**src/rtl/spi_controller.sv**
```systemverilog
// spi_controller: SPI mode-0 master (CPOL=0, CPHA=0), MSB first, single usb_clk domain.
// Build option: define SPI_CTRL_LOOPBACK_EN to shift in the internal pico line instead of poci.
module spi_controller #(
  parameter int unsigned pCLK_DIV    = 4,
  parameter int unsigned pDATA_WIDTH = 8
) (
  input  logic                   usb_clk,
  input  logic                   rst,
  input  logic                   start,
  input  logic [pDATA_WIDTH-1:0] tx_data,
  output logic [pDATA_WIDTH-1:0] rx_data,
  output logic                   busy,
  output logic                   done,
  output logic                   sclk,
  output logic                   cs_n,
  output logic                   pico,
  input  logic                   poci
);

  typedef enum logic [1:0] {IDLE, SETUP, SHIFT, HOLD} state_e;

  // Counters are sized for pCLK_DIV=255 and pDATA_WIDTH=32 so they never wrap mid-transfer.
  localparam logic [7:0] DIV_LAST  = 8'(pCLK_DIV - 1);
  localparam logic [5:0] HALF_LAST = 6'(2 * pDATA_WIDTH - 1);
  localparam logic [5:0] FALL_LAST = 6'(2 * pDATA_WIDTH - 2);

  state_e                 state_q;
  logic [7:0]             div_q;
  logic [5:0]             half_q;
  logic [pDATA_WIDTH-1:0] tx_sh_q;
  logic [pDATA_WIDTH-1:0] rx_sh_q;
  logic [pDATA_WIDTH-1:0] rx_sh_d;
  logic [pDATA_WIDTH-1:0] rx_q;
  logic                   sclk_q;
  logic                   cs_n_q;
  logic                   pico_q;
  logic                   busy_q;
  logic                   done_q;
  logic                   div_last;
  logic                   sdi;

  assign div_last = (div_q == DIV_LAST);

`ifdef SPI_CTRL_LOOPBACK_EN
  assign sdi = pico_q;
`else
  assign sdi = poci;
`endif

  assign rx_sh_d = {rx_sh_q[pDATA_WIDTH-2:0], sdi};

  // NOTE: every register below is assigned non-blocking, so each branch reads pre-edge values.
  always_ff @(posedge usb_clk) begin
    if (rst) begin
      state_q <= IDLE;
      div_q   <= '0;
      half_q  <= '0;
      tx_sh_q <= '0;
      rx_sh_q <= '0;
      rx_q    <= '0;
      sclk_q  <= 1'b0;
      cs_n_q  <= 1'b1;
      pico_q  <= 1'b0;
      busy_q  <= 1'b0;
      done_q  <= 1'b0;
    end else begin
      done_q <= 1'b0;
      case (state_q)
        IDLE: begin
          if (start) begin
            state_q <= SETUP;
            busy_q  <= 1'b1;
            cs_n_q  <= 1'b0;
            tx_sh_q <= tx_data;
            pico_q  <= tx_data[pDATA_WIDTH-1];
            div_q   <= '0;
          end
        end

        SETUP: begin
          if (div_last) begin
            // The first rising edge opens SHIFT and samples bit MSB.
            state_q <= SHIFT;
            div_q   <= '0;
            half_q  <= '0;
            sclk_q  <= 1'b1;
            rx_sh_q <= rx_sh_d;
          end else begin
            div_q <= div_q + 8'd1;
          end
        end

        SHIFT: begin
          if (div_last) begin
            div_q <= '0;
            if (half_q == HALF_LAST) begin
              state_q <= HOLD;
              cs_n_q  <= 1'b1;
            end else begin
              half_q <= half_q + 6'd1;
              sclk_q <= ~sclk_q;
              if (sclk_q) begin
                // Falling edge: present the next bit, except after the final one.
                if (half_q != FALL_LAST) begin
                  pico_q  <= tx_sh_q[pDATA_WIDTH-2];
                  tx_sh_q <= tx_sh_q << 1;
                end
              end else begin
                rx_sh_q <= rx_sh_d;
              end
            end
          end else begin
            div_q <= div_q + 8'd1;
          end
        end

        HOLD: begin
          if (div_last) begin
            state_q <= IDLE;
            div_q   <= '0;
            busy_q  <= 1'b0;
            done_q  <= 1'b1;
            rx_q    <= rx_sh_q;
          end else begin
            div_q <= div_q + 8'd1;
          end
        end

        default: state_q <= IDLE;
      endcase
    end
  end

  assign rx_data = rx_q;
  assign busy    = busy_q;
  assign done    = done_q;
  assign sclk    = sclk_q;
  assign cs_n    = cs_n_q;
  assign pico    = pico_q;

endmodule

```
**config.mk**
```make
export PLATFORM = sky130hd
export DESIGN_NAME = spi_controller
export DESIGN_NICKNAME = d
export VERILOG_FILES = /design/src/rtl/spi_controller.sv
export SDC_FILE = /design/constraint.sdc
export NUM_CORES = 1
export LEC_CHECK = 0
export CORE_ASPECT_RATIO = 2
export CORE_MARGIN = 4
export CORE_UTILIZATION = 45
export DETAILED_ROUTE_END_ITERATION = 7
export PLACE_DENSITY = 0.77
export SLEW_MARGIN = 10
export SYNTH_ARGS = -nofsm -noshare
export SYNTH_HDL_FRONTEND = slang
export SYNTH_SLANG_ARGS = --single-unit
```
**constraint.sdc**
```tcl
create_clock -name usb_clk -period 2.95 [get_ports usb_clk]
set_input_delay 0.4425 -clock usb_clk [delete_from_list [all_inputs] [get_ports usb_clk]]
set_output_delay 0.4425 -clock usb_clk [all_outputs]
set_load 0.02 [all_outputs]
```
==> metrics <==
cell area after technology mapping=0.00207 mm²; critical path data required time=3.18 ns; category of cells accounting for the largest share of critical-path delay=simple AND/OR/NAND/NOR gates; total of fill cells in the finished design=416; PortBufs=24; clock latency at the later pin of the worst-skew pair=0.29 ns; static leakage=0.894 nW; core outline area=0.00442 mm²; endpoint type of the worst setup path=flop; Tot Pwr=1.78 mW; library cell with the largest summed area after synthesis=dfxtp_1; row cnt=34; Clock transition at path regs=0.08 ns; commonest cells after routing, fill and taps aside=44 x dfxtp_1, 26 x nor2_1, 24 x clkdlybuf4s50_1; kind of critical path=reg2reg; peak ir drop on the vdd network=0.454 mV; antenna violations before repair=0; largest incremental delay on the critical path=0.49 ns; Min-Delay Path Class=reg2reg; Clock Path Buffers=2; Post-CTS Repair Setup Buffers=0; fraction of layout cells with a size suffix above 1=11.2%; io pins=25; kind of launch point of the worst setup path=flop; number of failing hold endpoints at the final stage=0; final net count=267; total vias in the final route=1729; ranking of synthesized cells by area=dfxtp_1 42%, mux2i_1 8.7%, nor2_1 4.7%, ha_1 4.2%, a21oi_1 3.9%; cell at the root of the clock tree=clkbuf_8; Worst Min Path Start=rx_data[2]; total routed wirelength=4.31 mm; total routing usage reported by global routing=15.6%; die outline width=56.0 µm; GRT overflow=0; clock skew=0.00268 ns; Max Clk Rate=0.430 GHz; tightest slew margin relative to the limit=54.9%; Power per Cell Area=735 mW/mm²; largest net degree at the start of global routing=46; HPWL Detailed=3.04 mm; Design Area, Final=0.00242 mm²; number of buffer and inverter instances along the worst setup path=1; syn avg cell area=9.10 µm²; Setup Total Neg Slack=0 ns; signal arrival time at the worst endpoint=2.56 ns; Die Footprint=0.00583 mm²; vias per cell=5.71; list of cells traversed by the critical path=inv_1 > ha_1 > or4_1 > o22ai_1 > o21ai_2 > or3_1 > a21oi_2; count of warnings emitted by yosys=0; critical path fanouts, max=15; run status=complete, no violations; CTS tree=built; number of distinct library cells after synthesis=47; worst hold-check slack=0.459 ns; share of Yosys cell area claimed by the top area cell type=42.5%; number of standard cells after synthesis=228; final RePlAce weighted congestion=0.781; clock sink count=44; H-tree levels=2; Critical path origin=state_q[0]; Iteration-0 DRC Markers=53; DRC errors left=0; sequential element share of the synthesized area=42.5%; post-cts repair resize count=0; wire per inst=14.2 µm; Routed Antenna Nets=0; register bit total from synthesis=44; First-pass DRT Iterations=4; wire length of the first global-routing pass=7.49 mm; transition time at the pin with the least slew margin=0.676 ns; Max Slew Vio Count=0; hold buffer count at cts=0; unrepaired setup endpoints after global routing=false; syn_nets=247; floorplan die height=104 µm; critical register-to-register path startpoint=state_q[0]; cell area after placement=0.00232 mm²; area growth from synthesis to layout=16.5%; count of antenna diodes in the layout=0; time the final worst path needs with I/O delays and setup=2.33 ns; max-cap violation count=0; effective utilization at floorplan=46.9%; number of failing setup endpoints in the final timing report=0; total CTS buffers=5; library cell contributing the largest single delay on the critical path=or4_1; commonest non-fill, non-tap cell in the layout=dfxtp_1; Period Utilization, post-route=78.8%; vias in the first global route=1659
## worst min-delay path: stages, from the launching register on
cell and delay, ns:
dfxtp_1 0.32, nand2_1 0.05, a21oi_1 0.05
## kinds of logic (layout without fill, tap and decap cells)
group,after synthesis,count (layout),share of synthesized area (%)
fa+ha+maj,7,7,4.22
compound gates,52,52,17.8
simple gates,89,89,22.0
mux,19,19,9.23
flops,44,44,42.5
buf+inv,17,38,4.34
## worst paths after layout
kind	cells after the start	slack [ns]	endpoint
hold reg to reg	2	0.46	rx_data[2]
setup reg to reg	7	0.62	half_q[1]
hold / removal	2	0.46	rx_data[2]
setup / recovery	7	0.62	half_q[1]
## layout make-up
| type | count | area [µm²] | area share, % |
|---|---|---|---|
| Multi-Input combinational cell | 167 | 1100 | 45.7 |
| Sequential cell | 44 | 881 | 36.5 |
| Timing Repair Buffer | 25 | 248 | 10.3 |
| Clock buffer | 6 | 82.6 | 3.42 |
| Tap cell | 54 | 67.6 | 2.80 |
| Inverter | 5 | 18.8 | 0.777 |
| Clock inverter | 2 | 15.0 | 0.621 |
## metal layers
| metal | part of all wire [%] | track usage [%] | wire length [µm] | vias up |
|---|---|---|---|---|
| met2 | 54 | 28.5 | 2320 | 23 |
| li1 | - | - | - | 862 |
| met5 | 0 | 0 | 0 | - |
| met3 | 3.5 | 3.73 | 149 | 6 |
| met1 | 41 | 16.3 | 1760 | 838 |
| met4 | 1.9 | 7.30 | 82 | 0 |
## per-stage QoR
step           util (%)  std cells  setup slack, ns
2_1_floorplan         -        228            0.945
3_3_place_gp       52.4        295            0.742
3_5_place_dp       52.4        295            0.684
4_1_cts            54.6        303            0.633
5_1_grt            54.6        303            0.507
6_report           54.6        303            0.625
## state kept, by name (all words and copies together), names as in the netlist
| register | cells |
|---|---|
| div_q | 8 |
| rx_data | 8 |
| rx_sh_q | 8 |
| tx_sh_q | 7 |
| half_q | 6 |
| state_q | 2 |
| busy | 1 |
| cs_n | 1 |
| done | 1 |
| pico | 1 |
| sclk | 1 |
## cells in the mapped netlist, drive strengths merged
master and instances:
or2 1, nor3 3, o211ai 1, nor2 30
dfxtp 44, o21a 1, buf 4, or4 1
o22ai 1, and3 3, mux2 1, a221oi 1
nand3 16, clkdlybuf4s50 1, or3 3, a41o 1
o21bai 1, and4 1, o311a 1, or4b 1
a211oi 10, a22oi 2, a21oi 17, nand2 20
a31oi 3, o21ai 8, ha 7, nand2b 4
nand3b 2, dlygate4sd1 1, a41oi 2, clkbuf 6
and2 1, inv 5, mux2i 18, a311oi 3
and4bb 1, nor2b 2
## report_power, final
part           switching, mW  leakage, nW  internal (mW)  total (mW)
Sequential            0.0561        0.357          0.676       0.732
Combinational          0.386        0.493          0.262       0.648
Clock                  0.207       0.0434          0.190       0.397
Total                  0.649        0.894           1.13        1.78
Note: power is estimated with default switching activity, not from simulation.
